==> src/rtl/tri_lcb_seq.sv <==
// Local clock-buffer sequencer for one tri_*_nlats latch region:
// init pulse on lclk[1], act/hold-not registers, and a drained clock-stop.
`ifndef NCLK_WIDTH
`define NCLK_WIDTH 3
`endif

module tri_lcb_seq #(
  parameter int INIT_CYCLES    = 4,
  parameter int DRAIN_CYCLES   = 2,
  parameter int RESTART_CYCLES = 1
) (
  input  logic [0:`NCLK_WIDTH-1] nclk,
  inout  wire                    vd,
  inout  wire                    gd,
  input  logic                   act,
  input  logic                   thold,
  input  logic                   reinit_req,
  input  logic                   stop_req,
  output logic [0:`NCLK_WIDTH-1] lclk,
  output logic                   d1clk,
  output logic                   d2clk,
  output logic                   init_done,
  output logic                   stop_ack
);

  typedef enum logic [2:0] {
    S_INIT,
    S_RUN,
    S_DRAIN,
    S_STOP,
    S_RESTART
  } state_t;

  localparam logic [7:0] L_INIT_LAST = 8'(INIT_CYCLES - 1);
  localparam logic [7:0] L_DRN_LAST  = 8'(DRAIN_CYCLES - 1);
  localparam logic [7:0] L_RST_LAST  = 8'(RESTART_CYCLES - 1);
  localparam bit         L_NO_DRAIN  = (DRAIN_CYCLES == 0);

  logic       w_clk;
  logic       w_rst;
  logic       w_unused;
  state_t     r_state;
  state_t     w_nstate;
  logic [7:0] r_cnt;
  logic [7:0] w_ncnt;
  logic       r_lclk1;
  logic       r_d1;
  logic       r_d2;
  logic       r_done;
  logic       r_ack;
  logic       w_lclk1;
  logic       w_d1;
  logic       w_d2;
  logic       w_done;
  logic       w_ack;

  assign w_clk    = nclk[0];
  assign w_rst    = nclk[1];
  assign w_unused = vd ^ gd;

  always_comb begin
    w_nstate = r_state;
    w_ncnt   = r_cnt;
    unique case (r_state)
      S_INIT: begin
        if (r_cnt == L_INIT_LAST) begin
          w_nstate = S_RUN;
          w_ncnt   = '0;
        end else begin
          w_ncnt = r_cnt + 8'd1;
        end
      end
      S_RUN: begin
        if (stop_req) begin
          w_nstate = L_NO_DRAIN ? S_STOP : S_DRAIN;
          w_ncnt   = '0;
        end
      end
      S_DRAIN: begin
        // a dropped request aborts the drain before it can complete
        if (!stop_req) begin
          w_nstate = S_RUN;
          w_ncnt   = '0;
        end else if (r_cnt == L_DRN_LAST) begin
          w_nstate = S_STOP;
          w_ncnt   = '0;
        end else begin
          w_ncnt = r_cnt + 8'd1;
        end
      end
      S_STOP: begin
        if (!stop_req) begin
          w_nstate = S_RESTART;
          w_ncnt   = '0;
        end
      end
      S_RESTART: begin
        if (r_cnt == L_RST_LAST) begin
          w_nstate = S_RUN;
          w_ncnt   = '0;
        end else begin
          w_ncnt = r_cnt + 8'd1;
        end
      end
      default: begin
        w_nstate = S_INIT;
        w_ncnt   = '0;
      end
    endcase
    if (reinit_req) begin
      w_nstate = S_INIT;
      w_ncnt   = '0;
    end
  end

  always_comb begin
    w_lclk1 = 1'b0;
    w_d1    = 1'b0;
    w_d2    = 1'b0;
    w_done  = 1'b1;
    w_ack   = 1'b0;
    unique case (w_nstate)
      S_INIT: begin
        w_lclk1 = 1'b1;
        w_d2    = 1'b1;
        w_done  = 1'b0;
      end
      S_RUN: begin
        w_d1 = act;
        w_d2 = ~thold;
      end
      S_DRAIN:   w_d2  = ~thold;
      S_STOP:    w_ack = 1'b1;
      S_RESTART: w_d2  = 1'b1;
      default:   w_done = 1'b0;
    endcase
  end

  always_ff @(posedge w_clk) begin
    if (w_rst) begin
      r_state <= S_INIT;
      r_cnt   <= '0;
      r_lclk1 <= 1'b1;
      r_d1    <= 1'b0;
      r_d2    <= 1'b0;
      r_done  <= 1'b0;
      r_ack   <= 1'b0;
    end else begin
      r_state <= w_nstate;
      r_cnt   <= w_ncnt;
      r_lclk1 <= w_lclk1;
      r_d1    <= w_d1;
      r_d2    <= w_d2;
      r_done  <= w_done;
      r_ack   <= w_ack;
    end
  end

  always_comb begin
    lclk    = nclk;
    lclk[1] = r_lclk1;
  end

  assign d1clk     = r_d1;
  assign d2clk     = r_d2;
  assign init_done = r_done;
  assign stop_ack  = r_ack;

endmodule

==> config.mk <==
export PLATFORM = sky130hd
export DESIGN_NAME = tri_lcb_seq
export DESIGN_NICKNAME = d
export VERILOG_FILES = /design/src/rtl/tri_lcb_seq.sv
export SDC_FILE = /design/constraint.sdc
export NUM_CORES = 1
export LEC_CHECK = 0
export ABC_AREA = 1
export CORE_ASPECT_RATIO = 1.75
export CORE_MARGIN = 3
export CORE_UTILIZATION = 30
export CTS_BUF_LIST = sky130_fd_sc_hd__clkbuf_2 sky130_fd_sc_hd__clkbuf_4 sky130_fd_sc_hd__clkbuf_8
export CTS_CLUSTER_DIAMETER = 120
export DETAILED_ROUTE_END_ITERATION = 6
export GPL_TIMING_DRIVEN = 0
export RECOVER_POWER = 50
export SLEW_MARGIN = 20
export SYNTH_ARGS = -nofsm -noshare
export SYNTH_HDL_FRONTEND = slang
export SYNTH_SLANG_ARGS = --single-unit
export TNS_END_PERCENT = 50
==> constraint.sdc <==
create_clock -name nclk -period 1.4 [get_ports nclk]
set_input_delay 0.21 -clock nclk [delete_from_list [all_inputs] [get_ports nclk]]
set_output_delay 0.21 -clock nclk [all_outputs]
set_load 0.01 [all_outputs]
==> metrics.txt <==
count of buffer and inverter cells on the critical path 3; number of antenna violations at the first check in global routing 0; Min-Delay Path Class clock port to flip-flop; y dimension of the die 79.6 um; Setup WS pre-CTS -0.342 ns; floorplan die area 3820 um^2; std cell rows 26; Leak between 0.8 and 0.9 nW; Clock power frac 61.8%; largest vdd supply drop 0.000873 V; number of failing setup endpoints in the final timing report 21; number of design-rule violations left by the first detailed-router iteration 37; aggregate global-route resource usage 21.6%; Critical Path Fanout Max 4; switching power 955 uW; clock tree from TritonCTS yes; outcome complete, but fails checks; Synth area leaders sky130_fd_sc_hd__dfxtp_1 35%, sky130_fd_sc_hd__nand2_1 12%, sky130_fd_sc_hd__inv_1 7.3%; number of cells traversed by the worst register-to-register path 9; average instance area after synthesis 7.20 um^2; Cell Chain, Critical Path buf_6 > ha_4 > nand2_2 > o21ai_2 > buf_6 > o21ai_4 > buf_6 > nand3_1 > a21oi_1; post-detailed-route via-to-cell ratio 5.34; worst clock skew about 0.0068 ns; setup repair after global routing missed its margin yes; endpoint of the worst register-to-register path r_cnt[5]$_SDFFE_PP0P_; power density of the placed cells 1660 nW/um^2; worst slew pin tran 0.296 ns; initial standard-cell utilization of the core 31.7%; count of pins over their slew limit 0; count of distinct cell types in the synthesized netlist 24; global placement routability congestion 0.736; slowest cell on the critical path sky130_fd_sc_hd__dfxtp_4; Worst EP arrival 1.90 ns; most frequent cell after synthesis sky130_fd_sc_hd__nand2_1; number of stages on the worst hold path 3; top achievable clock speed 624 MHz; number of cells in the design after placement 168; syn_nets roughly 140; synthesis-to-finish area growth 99.1%; type of the worst setup path flip-flop to flip-flop; proportion of layout cells with a drive suffix above 1 60.9%; R2R setup slack -0.20 ns; first-pass detailed-route iteration total 4; remaining global-route overflow 0; Critical Path Start Type flip-flop; worst reg2reg startpoint r_cnt[0]$_SDFFE_PP0P_; minimum clock period between 1.5 and 2 ns; Synthesis Warnings 0; beginning of the worst hold path nclk[1]; number of unconstrained endpoints 2; Critical Path End Type flip-flop; final hold slack -0.0602 ns; number of enable-type register cells in the synthesized netlist 0; P_int between 2 and 2.5 mW; minimum setup slack in the final design -0.202 ns; I/O Buffers 11; number of global-route vias before repair 1,382; worst skew pair latency between 0.3 and 0.4 ns; Most common cell on crit path sky130_fd_sc_hd__buf_6; Diodes inserted 0; post-detailed-route count of antenna-violating nets 0; Filler Cell Count roughly 220; Period Utilization, post-route 114%; post-synth top area cell sky130_fd_sc_hd__dfxtp_1; Routed Wire Length approximately 3600 um; die span in x between 40 and 50 um; clock transition at the registers of the reported paths 0.06 ns; number of synthesized register bits 16; placeable core region 2930 um^2; synthesized instance count 129; register share of total power 17.7%; num ports 16; flip-flop cell with the highest count after synthesis sky130_fd_sc_hd__dfxtp_1; gate family responsible for the most delay along the worst path compound AO/OA/AOI/OAI gates; DRC errors left 0; sink of the worst hold path r_state[2]$_SDFF_PP0_; pin count of the biggest net entering global routing 9; area share of the largest cell type after synthesis around a third; total power after layout 3.06 mW; filler-free cell count of the finished design 220; first-pass GRT wire length 5110 um; switching share of total power 31.2%; final hold violation count 2; wire length per cell after detailed routing between 15 and 20 um; async set-reset flop share out of synthesis 0%; share of the yosys chip area belonging to registers 34.5%; post-DP HPWL 1610 um; Data required, critical path 1.70 ns; largest incremental delay on the critical path 0.37 ns; final net count ~200; proportion of power drawn by combinational gates 20.5%; vias after detailed routing between 1,000 and 1,500; Slew HR 80.3%; number of maximum-capacitance constraint violations 0; failing checks hold timing, setup timing; cell area after technology mapping a little over 900 um^2; number of hold buffers added after cts 0; commonest cells in the netlist 29 x sky130_fd_sc_hd__nand2_1, 18 x sky130_fd_sc_hd__inv_1, 16 x sky130_fd_sc_hd__dfxtp_1
## final cells by class
class | instances | area [um^2] | share of cell area, %
Multi-Input combinational cell | 89 | 717 | 38.8
Sequential cell | 16 | 334 | 18.1
Tap cell | 28 | 35.0 | 1.90
Clock inverter | 13 | 48.8 | 2.64
Inverter | 13 | 53.8 | 2.91
Clock buffer | 27 | 339 | 18.3
Buffer | 3 | 22.5 | 1.22
Timing Repair Buffer | 31 | 298 | 16.1
## what timing repair did
item / 4_1_cts / 5_1_grt
resized for setup: 46 / 44
setup buffers: 15 / 9
endpoints found under the setup margin: 27 / 24
pin swaps: 16 / 17
## per-layer routing
layer	share of wire, %	GRT usage (%)	vias up
met3	7.1	16.5	35
met4	9.1	38.8	0
met1	34	15.3	539
met5	0	0	-
met2	50	23.7	66
li1	-	-	534
## worst max path at each step
| stage | cells past startpoint | endpoint | from | slack (ns) |
|---|---|---|---|---|
| floorplan | 10 | r_lclk1$_SDFF_PP1_ | r_cnt[0]$_SDFFE_PP0P_ | 0.07 |
| global placement | 8 | r_cnt[4]$_SDFFE_PP0P_ | stop_req | -0.31 |
| detailed placement | 8 | d2clk$_SDFF_PP0_ | stop_req | -0.34 |
| CTS | 11 | r_lclk1$_SDFF_PP1_ | r_cnt[0]$_SDFFE_PP0P_ | -0.11 |
| global route | 9 | r_cnt[5]$_SDFFE_PP0P_ | r_cnt[0]$_SDFFE_PP0P_ | -0.24 |
| finish | 9 | r_cnt[5]$_SDFFE_PP0P_ | r_cnt[0]$_SDFFE_PP0P_ | -0.20 |
## state kept, by name, summed over array words and instances, names as in the netlist
| signal | count |
|---|---|
| init_done | 1 |
| d1clk | 1 |
| stop_ack | 1 |
| r_state | 3 |
| d2clk | 1 |
| r_lclk1 | 1 |
| r_cnt | 8 |
## stage by stage
step / setup TNS [ns] / utilization (%) / cell area [um^2]
global placement: -2.29 / 36.7 / 1070
finish: -1.60 / 63.1 / 1850
CTS: -0.483 / 55.7 / 1630
floorplan: 0 / - / 928
detailed placement: -2.80 / 36.7 / 1070
global route: -2.55 / 63.1 / 1850
## tightest hold or removal path, stage by stage
cell	delay [ns]
sky130_fd_sc_hd__clkbuf_8	0.10
sky130_fd_sc_hd__clkbuf_8	0.12
sky130_fd_sc_hd__nor2_1	0.04
## placed cells by master, fill, tap and decap left out, types with 2 or more instances in the layout
cell type and n:
sky130_fd_sc_hd__a21oi_1 3, sky130_fd_sc_hd__a21oi_2 7, sky130_fd_sc_hd__a21oi_4 2, sky130_fd_sc_hd__buf_4 16, sky130_fd_sc_hd__buf_6 11, sky130_fd_sc_hd__clkbuf_4 2
sky130_fd_sc_hd__clkbuf_8 21, sky130_fd_sc_hd__clkdlybuf4s50_1 3, sky130_fd_sc_hd__dfxtp_1 11, sky130_fd_sc_hd__dfxtp_2 2, sky130_fd_sc_hd__dfxtp_4 3, sky130_fd_sc_hd__dlygate4sd2_1 5
sky130_fd_sc_hd__ha_4 3, sky130_fd_sc_hd__inv_1 17, sky130_fd_sc_hd__inv_2 7, sky130_fd_sc_hd__inv_4 2, sky130_fd_sc_hd__nand2_1 18, sky130_fd_sc_hd__nand2_2 10
sky130_fd_sc_hd__nand2_4 4, sky130_fd_sc_hd__nand3_2 3, sky130_fd_sc_hd__nand3_4 3, sky130_fd_sc_hd__nand4_1 3, sky130_fd_sc_hd__nor2_1 7, sky130_fd_sc_hd__nor2_2 8
sky130_fd_sc_hd__nor2_4 6, sky130_fd_sc_hd__xor2_1 3
## cell families (layout without fill, tap and decap cells)
| group | count (synthesis) | in the layout | share of synthesized area [%] |
|---|---|---|---|
| AOI/OAI and AO/OA | 18 | 18 | 12.7 |
| xor gates and xnor gates | 3 | 3 | 2.83 |
| adders and majority gates | 3 | 3 | 4.04 |
| buffers and inverters | 24 | 87 | 11.7 |
| DFF | 16 | 16 | 34.5 |
| and+or+nand+nor | 65 | 65 | 34.2 |
## power by group through the flow
stage | registers, mW | clock network [mW] | logic (mW)
2_1_floorplan | 0.541 | 0.220 | 0.150
3_3_place_gp | 0.538 | 0.326 | 0.221
3_5_place_dp | 0.539 | 0.326 | 0.227
4_1_cts | 0.541 | 1.90 | 0.442
5_1_grt | 0.547 | 2.01 | 0.664
6_report | 0.543 | 1.89 | 0.627
Power figures use the tool's default switching activity.
